[src/rtl/apb4_reg_slave.sv]
// APB4 register-file slave: NUM_REGS word registers with per-register read-only
// and secure-only attributes, optional wait states and error signalling.
module apb4_reg_slave #(
    parameter int                           ADDR_W   = 32,
    parameter int                           DATA_W   = 32,
    parameter int                           NUM_REGS = 8,
    parameter int                           WAIT_CYC = 0,
    parameter logic [NUM_REGS-1:0]          RO_MASK  = '0,
    parameter logic [NUM_REGS-1:0]          SEC_MASK = '0,
    parameter logic [NUM_REGS*DATA_W-1:0]   RST_VAL  = '0
) (
    input  logic                       PCLK,
    input  logic                       PRESETn,
    input  logic                       PSEL,
    input  logic                       PENABLE,
    input  logic                       PWRITE,
    input  logic [ADDR_W-1:0]          PADDR,
    input  logic [DATA_W-1:0]          PWDATA,
    input  logic [DATA_W/8-1:0]        PSTRB,
    input  logic [2:0]                 PPROT,
    output logic [DATA_W-1:0]          PRDATA,
    output logic                       PREADY,
    output logic                       PSLVERR,
    output logic [NUM_REGS*DATA_W-1:0] reg_o
);

    localparam int BYTES = DATA_W / 8;
    localparam int OFF_W = $clog2(BYTES);
    localparam int IDX_W = (NUM_REGS > 1) ? $clog2(NUM_REGS) : 1;
    localparam logic [ADDR_W-1:0] OFF_MASK = ADDR_W'(BYTES - 1);

    typedef enum logic {IDLE, ACCESS} state_t;

    state_t            state;
    state_t            state_next;
    logic [3:0]        cnt;
    logic [ADDR_W-1:0] addr_q;
    logic              write_q;
    logic [DATA_W-1:0] wdata_q;
    logic [BYTES-1:0]  strb_q;
    logic              nonsec_q;
    logic [DATA_W-1:0] regs [NUM_REGS];

    logic              setup;
    logic              access;
    logic              ready;
    logic              complete;
    logic [ADDR_W-1:0] index;
    logic [IDX_W-1:0]  idx_sel;
    logic              idx_ok;
    logic              err;
    logic              unused_prot;

    assign setup    = PSEL & ~PENABLE;
    assign access   = PSEL & PENABLE;
    assign ready    = (state == ACCESS) && (cnt == 4'd0);
    assign complete = ready & access;

    // Only the secure/non-secure bit of PPROT affects this slave.
    assign unused_prot = ^{PPROT[2], PPROT[0]};

    assign index   = addr_q >> OFF_W;
    assign idx_sel = index[IDX_W-1:0];
    assign idx_ok  = index < ADDR_W'(NUM_REGS);

    always_comb begin
        err = 1'b0;
        if (!idx_ok)                  err = 1'b1;
        if (|(addr_q & OFF_MASK))     err = 1'b1;
        if (!write_q && |strb_q)      err = 1'b1;
        if (idx_ok) begin
            if (write_q && RO_MASK[idx_sel])   err = 1'b1;
            if (nonsec_q && SEC_MASK[idx_sel]) err = 1'b1;
        end
    end

    always_ff @(posedge PCLK or negedge PRESETn) begin
        if (!PRESETn) state <= IDLE;
        else          state <= state_next;
    end

    // An ACCESS without PSEL is an abort; without PENABLE it simply holds.
    always_comb begin
        state_next = state;
        case (state)
            IDLE:    if (setup) state_next = ACCESS;
            ACCESS:  if (!PSEL || complete) state_next = IDLE;
            default: state_next = IDLE;
        endcase
    end

    always_comb begin
        PREADY  = ready;
        PSLVERR = complete & err;
        PRDATA  = '0;
        if (complete && !write_q && !err) PRDATA = regs[idx_sel];
    end

    always_ff @(posedge PCLK or negedge PRESETn) begin
        if (!PRESETn)                          cnt <= 4'd0;
        else if (state == IDLE && setup)       cnt <= 4'(WAIT_CYC);
        else if (state == ACCESS && access && cnt != 4'd0) cnt <= cnt - 4'd1;
    end

    always_ff @(posedge PCLK) begin
        if (state == IDLE && setup) begin
            addr_q   <= PADDR;
            write_q  <= PWRITE;
            wdata_q  <= PWDATA;
            strb_q   <= PSTRB;
            nonsec_q <= PPROT[1];
        end
    end

    always_ff @(posedge PCLK or negedge PRESETn) begin
        if (!PRESETn) begin
            for (int i = 0; i < NUM_REGS; i++) regs[i] <= RST_VAL[i*DATA_W +: DATA_W];
        end else if (complete && write_q && !err) begin
            for (int k = 0; k < BYTES; k++) begin
                if (strb_q[k]) regs[idx_sel][k*8 +: 8] <= wdata_q[k*8 +: 8];
            end
        end
    end

    for (genvar g = 0; g < NUM_REGS; g++) begin : g_reg_o
        assign reg_o[g*DATA_W +: DATA_W] = regs[g];
    end

endmodule

[config.mk]
export PLATFORM = sky130hd
export DESIGN_NAME = apb4_reg_slave
export DESIGN_NICKNAME = d
export VERILOG_FILES = /design/src/rtl/apb4_reg_slave.sv
export SDC_FILE = /design/constraint.sdc
export NUM_CORES = 1
export LEC_CHECK = 0
export ABC_AREA = 1
export CAP_MARGIN = 0
export CORE_AREA = 2 2 252 254
export DETAILED_ROUTE_END_ITERATION = 12
export DIE_AREA = 0 0 254 256
export HOLD_SLACK_MARGIN = 0.1
export SLEW_MARGIN = 20
export SYNTH_ARGS = -nofsm -noshare
export SYNTH_HDL_FRONTEND = slang
export SYNTH_SLANG_ARGS = --single-unit
[constraint.sdc]
create_clock -name PCLK -period 5.75 [get_ports PCLK]
set_clock_uncertainty 0.2 [all_clocks]
set_input_delay 0.575 -clock PCLK [delete_from_list [all_inputs] [get_ports PCLK]]
set_output_delay 0.575 -clock PCLK [all_outputs]
set_load 0.02 [all_outputs]
==> qor.csv <==
metric,value,unit
synthMostInstantiatedCell,nand2_1,
syn_inst,1706,
whs,0.280,ns
cts-buffers-inserted,40,
synthToLayoutAreaGrowth,35.8,%
cp.arrival,3.94,ns
crit_end,PRDATA[29],
clock-sinks,330,
maxCapViolations,0,
ys_ff_latch,330,
grt_pass1_wl,99900,µm
tns,0,ns
rrSetupSlack,1.82,ns
rsz0062_at_grt,false,
critPathMaxFanout,19,
reg2regPathDepth,8,
dieHeight,256,µm
dieArea,65000,µm²
slew_headroom,0.290,
wl_per_cell,24.0,µm
boundaryPins,366,
maxSlewViolCount,0,
path_cells,buf_4 -> clkinv_1 -> nand3_2 -> nor2_1 -> nor3_1 -> nand2_1 -> nor2_1 -> clkdlybuf4s50_1,
ys_types,32,
vias_per_cell,5.17,
reg2reg_from,addr_q[3]$_DFFE_PP_,
synth_warnings,0,
path_buf_inv,3,
core_area,62400,µm²
clk_path_buf_depth,3,
detail_route.first_pass.iterations,5,
power.leakage,9.64,nW
htreeDepth,2,
status,completed,
cp_top_family,simple AND/OR/NAND/NOR gates,
power_density,247,nW/µm²
syn_nets,1784,
irDropWorstVdd,142,µV
synth_area,15500,µm²
synth_ff_type,dfrtp_1,
routed_wl,68800,µm
async_flop_share,0.791,
synth.largest_area_cell,dfrtp_1,
finalPower,0.00521,W
cp-end-kind,primary output,
cp_common_cell,nor2_1,
finalSetupViolations,0,
period_share,0.820,
crit_slowest_cell,nand3_2,
insertion_delay,0.55,ns
drcViolationCount,0,
gp_congestion,0.834,
ys_seq_area_frac,0.555,
synth_edf_count,69,
grt_pass1_vias,14705,
grt.overflow.total,0,
syn_avg_cell_area,9.09,µm²
dp_hpwl,44500,µm
required,4.97,ns
start_util,0.248,
path_class,reg -> out,
fin_util,0.337,
antenna_left,0,
num_rows,92,
hold_violations,0,
grt_usage,0.208,
dr_total_vias,14837,
die_w,254,µm
period_minus_slack,4.72,ns
cts.root.buffer_cell,clkbuf_16,
synthTopCellsByCount,"nand2_1, nand4_1, dfrtp_1, nor2_1, edfxtp_1",
cts_tree,built,
clk_pin_slew,0.05,ns
synth_top_area_share,0.421,
fin_cells,2869,
slowest_delay,0.81,ns
max_freq,212,MHz
crit_start,addr_q[4]$_DFFE_PP_,
critPathLaunchType,flip-flop,
synth_area_leaders,"dfrtp_1, edfxtp_1, nand2_1, nand4_1, nor2_1",
fill_cells,6333,
tightest_slew,1.06,ns
placed_cells,2798,
r2r_end,reg_o[138]$_DFFE_PN0P_,
drive_gt1_frac,0.0742,
antenna_found_initial,3,
drtIter0Drc,1762,
finalNetCount,2073,
hp-class,reg -> reg,
crit_cells,8,
port_buffers,362,
grt_max_degree,133,
[what timing repair did]
item / 4_1_cts / 5_1_grt
resized for setup: 0 / 0
buffers inserted: 0 / 0
hold buffers: 1 / 0
setup endpoints to repair: 0 / 0
endpoints found under the hold margin: 99 / 0
[cells by family (layout without fill, tap and decap cells)]
logic type      Yosys count  after routing  share of synthesized area
flops                   330            330                      0.555
fa+ha+maj                 2              2                    0.00161
other cells               0              1                          0
simple gates           1081           1081                      0.344
compound gates          118            118                     0.0457
buf+inv                 175            491                     0.0534
[flip-flops by register name, summed over array words and instances (netlist names)]
register and flops:
addr_q 32, cnt 4, reg_o 256, state 1, strb_q 4, wdata_q 32
write_q 1
[worst min path at each step]
stage	from	end	slack [ns]	depth (start not counted)
4_1_cts	cnt[3]$_DFFE_PN0P_	cnt[3]$_DFFE_PN0P_	0.28	1
5_1_grt	cnt[3]$_DFFE_PN0P_	cnt[3]$_DFFE_PN0P_	0.31	1
6_report	cnt[3]$_DFFE_PN0P_	cnt[3]$_DFFE_PN0P_	0.28	1
2_1_floorplan	PRESETn	cnt[0]$_DFFE_PN0P_	0.08	0
3_5_place_dp	cnt[3]$_DFFE_PN0P_	cnt[3]$_DFFE_PN0P_	0.27	1
3_3_place_gp	cnt[3]$_DFFE_PN0P_	cnt[3]$_DFFE_PN0P_	0.25	1
[report_power, final]
part           total, W  switching, W  leakage, nW  internal (W)
clock           0.00244      0.000996        0.613       0.00144
combinational  0.000312      0.000220         4.74     0.0000921
sequential      0.00245     0.0000320         4.29       0.00242
total           0.00521       0.00125         9.64       0.00396
[cell type report]
cell class / count / area [µm²] / area share
clock inverter: 14 / 124 / 0.00588
timing repair buffer: 399 / 3950 / 0.187
antenna: 1 / 2.50 / 0.000119
sequential: 330 / 8600 / 0.409
multi-input combinational: 1201 / 6110 / 0.290
clock buffer: 55 / 1120 / 0.0531
inverter: 23 / 87.6 / 0.00416
tap: 846 / 1060 / 0.0503
[metrics by stage]
stage	cell area (µm²)	worst slack, ns
after global placement	19800	1.63
after CTS	21000	0.898
after global routing	21100	0.843
after floorplan	15500	3.02
final	21100	1.03
after detailed placement	19800	1.52
[per-layer routing]
metal	up-vias	share of wire	routed length [µm]	global-route usage
met3	163	0.094	6450	0.0508
li1	6519	-	-	-
met4	2	0.045	3090	0.0884
met5	-	0.00019	13	0
met2	855	0.45	31000	0.320
met1	7298	0.41	28200	0.276
[worst reg2reg max path, stage by stage, from the launching register on]
cell	delay, ns
edfxtp_1	0.64
inv_1	0.13
buf_4	0.27
nand3_2	0.75
inv_2	1.00
buf_4	0.36
nand4_4	0.22
nand2_1	0.16
nand2_1	0.07
[layout by cell type, fill, tap and decap left out, types with 3 or more instances in the layout]
cell / Yosys / routed
edfxtp_1: 69 / 69
nand4_1: 262 / 262
nand3_1: 11 / 5
buf_12: 0 / 3
nand2_1: 548 / 546
buf_4: 18 / 33
clkbuf_8: 0 / 4
o22a_1: 11 / 11
clkbuf_1: 68 / 10
inv_1: 12 / 11
dfrtp_1: 261 / 261
clkdlybuf4s50_1: 0 / 361
clkinv_2: 0 / 9
o22ai_1: 49 / 49
nand3b_1: 3 / 3
o21ai_0: 34 / 34
nand4_4: 29 / 29
a21oi_1: 19 / 19
or2_2: 3 / 3
nand3_2: 2 / 8
nor4_1: 8 / 8
clkbuf_16: 0 / 41
o211ai_1: 3 / 3
clkinv_1: 3 / 3
nor3_1: 24 / 24
nor2_1: 187 / 187
inv_2: 8 / 10
No activity file was read; power rests on OpenSTA's default activity.
